--- config.mk ---
export PLATFORM = sky130hd
export DESIGN_NAME = md_issue_ctrl
export DESIGN_NICKNAME = d
export VERILOG_FILES = /design/src/rtl/md_pkg.sv /design/src/rtl/dffe_ref.sv /design/src/rtl/md_timeout_cnt.sv /design/src/rtl/md_issue_ctrl.sv
export SDC_FILE = /design/constraint.sdc
export NUM_CORES = 1
export LEC_CHECK = 0
export ABC_AREA = 1
export BUFFER_PORTS_ARGS = -buffer_cell sky130_fd_sc_hd__clkbuf_2
export CAP_MARGIN = 20
export CORE_UTILIZATION = 50
export CTS_BUF_LIST = sky130_fd_sc_hd__clkbuf_4
export CTS_CLUSTER_DIAMETER = 40
export DETAILED_ROUTE_END_ITERATION = 7
export PLACE_DENSITY = 0.94
export SYNTH_ARGS = -nofsm -noshare
export SYNTH_HDL_FRONTEND = slang
export SYNTH_SLANG_ARGS = --single-unit
--- constraint.sdc ---
create_clock -name clock -period 2.5 [get_ports clock]
set_input_delay 0 -clock clock [delete_from_list [all_inputs] [get_ports clock]]
set_output_delay 0 -clock clock [all_outputs]
set_load 0.01 [all_outputs]
--- src/rtl/md_pkg.sv ---
// Shared state encoding and exception constants for the mul/div issue controller.
package md_pkg;

  typedef enum logic [1:0] {
    ST_IDLE  = 2'b00,
    ST_ISSUE = 2'b01,
    ST_WAIT  = 2'b10,
    ST_DONE  = 2'b11
  } md_state_e;

  localparam int unsigned MD_EXC_REG       = 30;
  localparam int unsigned MD_EXC_CODE_MULT = 4;
  localparam int unsigned MD_EXC_CODE_DIV  = 5;
  localparam int unsigned MD_TIMEOUT_W     = 6;

endpackage

--- src/rtl/dffe_ref.sv ---
// Enabled register with asynchronous active-low clear; storage primitive for the md datapath.
module dffe_ref #(
  parameter int unsigned W = 1
) (
  input  logic         clk_i,
  input  logic         clr_n_i,
  input  logic         en_i,
  input  logic [W-1:0] d_i,
  output logic [W-1:0] q_o
);

  always_ff @(posedge clk_i or negedge clr_n_i) begin
    if (!clr_n_i) begin
      q_o <= '0;
    end else if (en_i) begin
      q_o <= d_i;
    end
  end

endmodule

--- src/rtl/md_timeout_cnt.sv ---
// WAIT-state watchdog: counts consecutive WAIT cycles, flags the LIMIT-th one.
module md_timeout_cnt
  import md_pkg::*;
#(
  parameter int unsigned LIMIT = 40
) (
  input  logic clk_i,
  input  logic rst_ni,
  input  logic run_i,
  output logic hit_o
);

  logic [MD_TIMEOUT_W-1:0] cnt_q, cnt_d;

  // Held at zero outside WAIT, so every entry into WAIT starts a fresh count.
  always_comb begin
    cnt_d = '0;
    if (run_i) begin
      cnt_d = cnt_q + 1'b1;
    end
  end

  always_ff @(posedge clk_i or negedge rst_ni) begin
    if (!rst_ni) begin
      cnt_q <= '0;
    end else begin
      cnt_q <= cnt_d;
    end
  end

  assign hit_o = run_i & (cnt_q == MD_TIMEOUT_W'(LIMIT - 1));

endmodule

--- src/rtl/md_issue_ctrl.sv ---
// Execute-stage initiator for the multdiv handshake: latch, issue, wait, write back.
// Optional WAIT watchdog enabled by defining MD_TIMEOUT_EN.
module md_issue_ctrl
  import md_pkg::*;
#(
  parameter int unsigned REG_ADDR_W     = 5,
  parameter int unsigned EXC_REG        = MD_EXC_REG,
  parameter int unsigned EXC_CODE_MULT  = MD_EXC_CODE_MULT,
  parameter int unsigned EXC_CODE_DIV   = MD_EXC_CODE_DIV,
  parameter int unsigned TIMEOUT_CYCLES = 40
) (
  input  logic                  clock,
  input  logic                  reset_n,
  input  logic                  req_valid,
  input  logic                  req_is_mult,
  input  logic                  req_is_div,
  input  logic [31:0]           req_opA,
  input  logic [31:0]           req_opB,
  input  logic [REG_ADDR_W-1:0] req_rd,
  input  logic                  flush,
  output logic [31:0]           md_operandA,
  output logic [31:0]           md_operandB,
  output logic                  md_ctrl_MULT,
  output logic                  md_ctrl_DIV,
  input  logic [31:0]           md_result,
  input  logic                  md_exception,
  input  logic                  md_resultRDY,
  output logic                  stall,
  output logic                  busy,
  output logic                  wb_valid,
  output logic [REG_ADDR_W-1:0] wb_rd,
  output logic [31:0]           wb_data,
  output logic                  wb_exc
);

  md_state_e state_q, state_d;

  logic in_idle, in_issue, in_wait, in_done;
  logic accept, cap_en, to_hit, exc_d;
  logic [31:0] opa_q, opb_q, res_q;
  logic [REG_ADDR_W-1:0] rd_q;
  logic mult_q, exc_q;

  assign in_idle  = (state_q == ST_IDLE);
  assign in_issue = (state_q == ST_ISSUE);
  assign in_wait  = (state_q == ST_WAIT);
  assign in_done  = (state_q == ST_DONE);

  assign accept = req_valid & (req_is_mult | req_is_div) & ~flush & (in_idle | in_done);
  assign cap_en = in_wait & ~flush & (md_resultRDY | to_hit);
  // A watchdog expiry is recorded as an exception of the latched kind.
  assign exc_d  = md_resultRDY ? md_exception : 1'b1;

  dffe_ref #(.W(32)) u_opa (
    .clk_i(clock), .clr_n_i(reset_n), .en_i(accept), .d_i(req_opA), .q_o(opa_q)
  );
  dffe_ref #(.W(32)) u_opb (
    .clk_i(clock), .clr_n_i(reset_n), .en_i(accept), .d_i(req_opB), .q_o(opb_q)
  );
  dffe_ref #(.W(REG_ADDR_W)) u_rd (
    .clk_i(clock), .clr_n_i(reset_n), .en_i(accept), .d_i(req_rd), .q_o(rd_q)
  );
  dffe_ref #(.W(1)) u_kind (
    .clk_i(clock), .clr_n_i(reset_n), .en_i(accept), .d_i(req_is_mult), .q_o(mult_q)
  );
  dffe_ref #(.W(32)) u_res (
    .clk_i(clock), .clr_n_i(reset_n), .en_i(cap_en), .d_i(md_result), .q_o(res_q)
  );
  dffe_ref #(.W(1)) u_exc (
    .clk_i(clock), .clr_n_i(reset_n), .en_i(cap_en), .d_i(exc_d), .q_o(exc_q)
  );

`ifdef MD_TIMEOUT_EN
  md_timeout_cnt #(.LIMIT(TIMEOUT_CYCLES)) u_wdog (
    .clk_i(clock), .rst_ni(reset_n), .run_i(in_wait), .hit_o(to_hit)
  );
`else
  logic unused_timeout;
  assign unused_timeout = ^TIMEOUT_CYCLES;
  assign to_hit         = 1'b0;
`endif

  always_ff @(posedge clock or negedge reset_n) begin
    if (!reset_n) begin
      state_q <= ST_IDLE;
    end else begin
      state_q <= state_d;
    end
  end

  always_comb begin
    state_d = state_q;
    unique case (state_q)
      ST_IDLE:  if (accept) state_d = ST_ISSUE;
      ST_ISSUE: state_d = flush ? ST_IDLE : ST_WAIT;
      ST_WAIT: begin
        if (flush) begin
          state_d = ST_IDLE;
        end else if (md_resultRDY || to_hit) begin
          state_d = ST_DONE;
        end
      end
      ST_DONE:  state_d = accept ? ST_ISSUE : ST_IDLE;
      default:  state_d = ST_IDLE;
    endcase
  end

  always_comb begin
    md_operandA  = opa_q;
    md_operandB  = opb_q;
    md_ctrl_MULT = in_issue & mult_q;
    md_ctrl_DIV  = in_issue & ~mult_q;
    busy         = in_issue | in_wait;
    // Gated by reset_n so a request held during reset cannot raise stall.
    stall        = reset_n & ((in_idle & accept) | ((in_issue | in_wait) & ~flush));
    wb_valid     = in_done & ~flush;
    wb_exc       = in_done & ~flush & exc_q;
    wb_rd        = '0;
    wb_data      = '0;
    if (in_done && !flush) begin
      if (exc_q) begin
        wb_rd   = REG_ADDR_W'(EXC_REG);
        wb_data = mult_q ? 32'(EXC_CODE_MULT) : 32'(EXC_CODE_DIV);
      end else begin
        wb_rd   = rd_q;
        wb_data = res_q;
      end
    end
  end

endmodule
; Yosys cells after proc, flatten, opt, wreduce, memory -nomap -nowiden
; Cells that the tools add are included.
; W data, S select, Z words.
[totals]
register_bits = 105
inputBits = 109
elab_cells = 46
[op_classes]
eq_ne = 5
muxes = 12
n_bitwise = 18
n_reduce_logical = 4
[ops]
columns = operator, count
row1 = $mux W32, 2
row2 = $and A1 B1 Y1, 12
row3 = $mux W5, 2
row4 = $mux W2, 4
row5 = $pmux W2 S4, 1
row6 = $eq A2 B2 Y1 const B, 2
row7 = $or A1 B1 Y1, 4
row8 = $mux W1, 3
row9 = $ne A3 B3 Y1 const B, 1
row10 = $eq A2 B1 Y1 const B, 1
row11 = $logic_not A2 Y1, 1
row12 = $ne A2 B1 Y1 const B, 1
row13 = $not A1 Y1, 2
row14 = $reduce_and A2 Y1, 1
row15 = $logic_and A1 B1 Y1, 1
row16 = $logic_not A1 Y1, 1

; Logic depth before layout (Yosys ltp)
[logic_depth]
ltp_word = 7
ltp_mapped = 9
mapped_depth_nobuf = 8

; Modules after synthesis
; From an unflattened synthesis, not the netlist that was laid out.
[hier_totals]
hier_cells = 569
area_unflattened_um2 = 4820.9
[modules_own_cells]
columns = mod, n_inst, cells_each, area_each_um2, seq_area_each_um2
row1 = dffe_ref (u_opa ...), 3, 136, 1292.5, 800.8
row2 = md_issue_ctrl, 1, 130, 678.2, 50.0
row3 = dffe_ref (u_rd), 1, 21, 185.2, 125.1
row4 = dffe_ref (u_exc ...), 2, 5, 40.0, 25.0

; Worst setup path after synthesis
; Ideal clock, no wire load.
[synth_timing]
path_type = reg2reg
start = register state_q[0]
end = register u_opa.q_o[10]
setup_ns = 0.066
t_arrival_ns = 1.534
setup_slack_ns = 0.901
stages_incl_launch_ff = 10
n_path_buf = 2
period_less_slack_ns = 1.599
cell_sequence = dfrtp_1 > inv_1 > ha_1 > nor2_2 > nand2_1 > nor2_2 > buf_4 > buf_4 > nand2_1 > nand2_1
[synth_between]
elab_chain_len = 3
elab_cells_between_ends = 4
[synth_rtl]
columns = item, line
row1 = start: declaration, md_issue_ctrl.sv:36  ; md_state_e state_q, state_d;
row2 = start signal: assignment, md_issue_ctrl.sv:87  ; state_q <= state_d;
row3 = $eq A2 B2 Y1 or $logic_not A2 Y1 (tied branches), "md_issue_ctrl.sv:47, md_issue_ctrl.sv:44"
row4 = $or A1 B1 Y1 *, md_issue_ctrl.sv:49  ; assign accept = req_valid & (req_is_mult | req_is_div) & ~flush & (in_idle | in_done);
row5 = $and A1 B1 Y1 *, md_issue_ctrl.sv:49
row6 = end signal: assignment, dffe_ref.sv:16  ; q_o <= d_i;
row7 = end: declaration, dffe_ref.sv:9  ; output logic [W-1:0] q_o
; Every way passes the cells marked *; elsewhere a longest branch is shown, timed or not.
; A chain may end at the register's enable or synchronous reset.

; Worst setup path in the final report
[layout_timing]
start = register state_q[0]
end = output port stall
[layout_between]
elab_chain_len = 6
elab_cells_between_ends = 11
[layout_rtl]
columns = item, line
row1 = $eq A2 B2 Y1 or $logic_not A2 Y1 (tied branches), "md_issue_ctrl.sv:47, md_issue_ctrl.sv:44"
row2 = $or A1 B1 Y1, md_issue_ctrl.sv:49
row3 = $and A1 B1 Y1, md_issue_ctrl.sv:49
row4 = $and A1 B1 Y1, md_issue_ctrl.sv:115  ; stall = reset_n & ((in_idle & accept) | ((in_issue | in_wait) & ~flush));
row5 = $or A1 B1 Y1 *, md_issue_ctrl.sv:115
row6 = $and A1 B1 Y1 *, md_issue_ctrl.sv:115
row7 = end: declaration, md_issue_ctrl.sv:28  ; output logic stall,
; Marks and branches as above.

==> reports/qor.csv <==
stage,metric,value,unit
yosys,yosys-top-cells-area,"dfrtp_1, nand2_1, nand3_1, nor2_1, buf_4",
critical_path,critPathMaxFanout,27,
sta,clock_skew,0.0126,ns
yosys,synthMuxAreaShare,0,
die,die_w,97.1,µm
finish,drive_gt1_frac,0.280,
routing,wl_per_cell,15.7,µm
yosys,synth-simple-area-share,0.335,
yosys,synth-edff-count,0,
yosys,synth_top_cell_area_share,0.581,
power_and_ir_drop,swShare,0.392,
critical_path,cpMostUsedCell,nand2_1,
critical_path,rr_startpoint,state_q[0]$_DFFE_PN0P_,
clocking,cts_tree,done,
routing,ant_nets,0,
critical_path,reg2reg_slack,0.65,ns
routing,wirelength,15400,µm
worst_hold_path,hp-class,primary input to flip-flop,
routing,drc,0,
place,gp_congestion,0.809,
critical_path,worst_ep_required_time,2.50,ns
critical_path,path_class,flip-flop to output port,
critical_path,cpMaxStageDelayCell,dfrtp_1,
worst_hold_path,worst_hold_startpoint,req_valid,
sta,max_slew_margin,0.518,
clocking,path_clk_slew,0.15,ns
yosys,ys_warn_count,0,
power_and_ir_drop,p_switching,2.69,mW
clocking,numCtsBuffers,9,
yosys,synth_cell_types,19,
yosys,syn_nets,673,
yosys,ys.flop_type,dfrtp_1,
sta,clock.fmax,0.438,GHz
routing,drt_first_iter_violations,291,
sta,period_minus_slack,2.28,ns
die,die-height,97.1,µm
power_and_ir_drop,pwr-share-comb,0.399,
power_and_ir_drop,vdd_drop_max,0.601,mV
power_and_ir_drop,p_total,6.85,mW
worst_hold_path,hold_depth,7,
yosys,syn_area,4530,µm²
yosys,yosys-top-cells-count,"nand2_1, dfrtp_1, nor2_1, nand3_1, inv_1",
global_routing,grt_pass1_wl,24500,µm
finish,n_fill_cell,504,
critical_path,r2r_cells,8,
place,place_ws,0.682,ns
clocking,cts_num_sinks,105,
place,io_buffers,215,
critical_path,cp-start-kind,flip-flop,
run,maxCapViolCount,0,
critical_path,cp-end-kind,output port,
routing,num_vias,5019,
routing,viasPerCell,5.12,
yosys,avgSynthCellArea,8.10,µm²
routing,drt_pass1_iterations,5,
critical_path,cp.arrival,2.28,ns
die,die_area,9440,µm²
critical_path,critical-path-top-delay-family,simple AND/OR/NAND/NOR gates,
global_routing,grt_util_all_layers,0.331,
die,floorplan.initialDensity,0.519,
global_routing,grt.overflow.total,0,
yosys,synth_compound_area_frac,0.0149,
sta,setup_viol,0,
sta,finalWorstSetupSlack,0.219,ns
sta,rsz0062_at_grt,true,
yosys,async_flop_share,1.00,
place,dp_hpwl,8150,µm
power_and_ir_drop,p_clk_frac,0.165,
finish,nets,983,
finish,n_antenna_cell,0,
global_routing,first_global_vias,5083,
power_and_ir_drop,p_leak,3.90,nW
power_and_ir_drop,p_seq_frac,0.436,
yosys,synth.most_common_cell,nand2_1,
clocking,cts-root-buf,clkbuf_4,
sta,post-route-period-util,0.912,
sta,slew_viol_final,0,
yosys,synthAdderAreaFrac,0.0138,
clocking,clk_path_buf_depth,2,
yosys,synth_xor_area_frac,0,
yosys,yosysSeqAreaShare,0.581,
die,pin_count,216,
run_status,status,"finished, final reports clean",
yosys,synth_top_family_by_area,simple AND/OR/NAND/NOR gates,
finish,area_delta_synth_final,53.1,%
clocking,clock_latency,0.41,ns
global_routing,antenna_found_initial,0,
power_and_ir_drop,internal_power,4.16,mW
critical_path,critPathMaxStageDelay,0.42,ns
yosys,yosysTopAreaCell,dfrtp_1,
critical_path,r2r-end,u_opa.q_o[11]$_DFFE_PN0P_,
sta,hold_slack,0.0644,ns
yosys,synth_cells,559,
sta,hold_violations,0,
worst_hold_path,hold-path-endpoint,state_q[0]$_DFFE_PN0P_,
global_routing,grt_max_degree,67,
yosys,ys_ff_latch,105,
sta,worst_slew_pin_slew,0.723,ns
clocking,h-tree-depth,3,
die,rows,34,
critical_path,critPathBufInv,3,
critical_path,crit_chain,"inv_1, ha_1, nor2_2, nand2_1, nor2_4, buf_12, nand2_1, a21boi_1, clkbuf_2",
die,fp.coreArea,8720,µm²
power_and_ir_drop,powerDensity,989,nW/µm²
## placed cells by master (no fill, tap or decap)
cell type | synthesis | routed
inv_6 | 0 | 1
clkbuf_2 | 0 | 214
clkinvlp_4 | 0 | 1
buf_12 | 0 | 2
nand2_1 | 307 | 307
buf_4 | 10 | 7
nand3_1 | 36 | 36
dfrtp_1 | 105 | 105
bufinv_16 | 0 | 4
nor2_2 | 3 | 2
o21ai_0 | 7 | 7
inv_2 | 1 | 1
nor3_1 | 2 | 2
ha_1 | 5 | 5
dlygate4sd3_1 | 0 | 106
nand3_2 | 1 | 1
nor2_1 | 38 | 38
inv_1 | 16 | 16
a21oi_1 | 5 | 5
nor2_4 | 0 | 1
clkbuf_16 | 0 | 1
a21boi_1 | 1 | 1
clkbuf_4 | 0 | 9
## through the flow
stage | TNS [ns] | instances | cell area (µm²) | util
after global placement | 0 | 859 | 5640 | 0.647
after floorplan | 0 | 559 | 4530 | -
final | 0 | 980 | 6930 | 0.795
after CTS | 0 | 979 | 6900 | 0.791
after global routing | -0.0188 | 980 | 6930 | 0.795
after detailed placement | 0 | 859 | 5640 | 0.647
## worst max-delay path by stage
| stage | startpoint | slack, ns | cells past startpoint | end |
|---|---|---|---|---|
| 3_3_place_gp | state_q[0]$_DFFE_PN0P_ | 0.76 | 9 | stall |
| 5_1_grt | state_q[0]$_DFFE_PN0P_ | -0.02 | 9 | stall |
| 2_1_floorplan | state_q[0]$_DFFE_PN0P_ | 0.90 | 9 | u_opa.q_o[10]$_DFFE_PN0P_ |
| 3_5_place_dp | state_q[0]$_DFFE_PN0P_ | 0.68 | 9 | stall |
| 6_report | state_q[0]$_DFFE_PN0P_ | 0.22 | 9 | stall |
| 4_1_cts | state_q[0]$_DFFE_PN0P_ | 0.19 | 9 | stall |
## power groups by stage
| stage | Clock, mW | Combinational, mW | Sequential (mW) |
|---|---|---|---|
| floorplan | 0 | 1.27 | 3.13 |
| global placement | 0 | 2.38 | 2.92 |
| detailed placement | 0 | 2.47 | 2.96 |
| CTS | 1.14 | 2.61 | 2.93 |
| global route | 1.23 | 3.04 | 3.07 |
| finish | 1.13 | 2.73 | 2.99 |
## layer usage
layer	global-route usage	vias to the layer above	share of wire
li1	-	2312	-
met1	0.392	2344	0.37
met2	0.559	305	0.51
met3	0.0935	58	0.089
met4	0.152	0	0.037
met5	0	-	0
## cell families (layout without fill, tap and decap cells)
kind of cell    after synthesis  in the layout
simple gates                387            387
flops                       105            105
buf+inv                      49            362
compound gates               13             13
fa+ha+maj                     5              5
## final cells by class
class                           count  area, µm²  area share
Multi-Input combinational cell    405       1650       0.238
Clock inverter                      5        129      0.0186
Tap cell                          108        135      0.0195
Inverter                           18       71.3      0.0103
Timing Repair Buffer              330       2250       0.325
Sequential cell                   105       2630       0.379
Clock buffer                        9       67.6     0.00975
## registers in the layout, indices dropped and copies added (netlist names)
register	flops
u_opb.q_o	32
state_q	2
u_res.q_o	32
u_rd.q_o	5
u_exc.q_o	1
u_opa.q_o	32
u_kind.q_o	1
## worst register-to-register path: cells and delay by family, from the launching register on
| kind | cells | cell delay (ns) |
|---|---|---|
| adders and majority gates | 1 | 0.34 |
| buffers and inverters | 2 | 0.38 |
| and+or+nand+nor | 5 | 0.66 |
| DFF | 1 | 0.42 |
## repair_timing
item                       in CTS  in global routing
setup endpoints to repair       0                  2
setup buffers                   0                  0
hold buffers                  106                  0
resized for setup               0                  1
hold endpoints to repair      209                  0
Note: power is estimated with default switching activity, not from simulation.
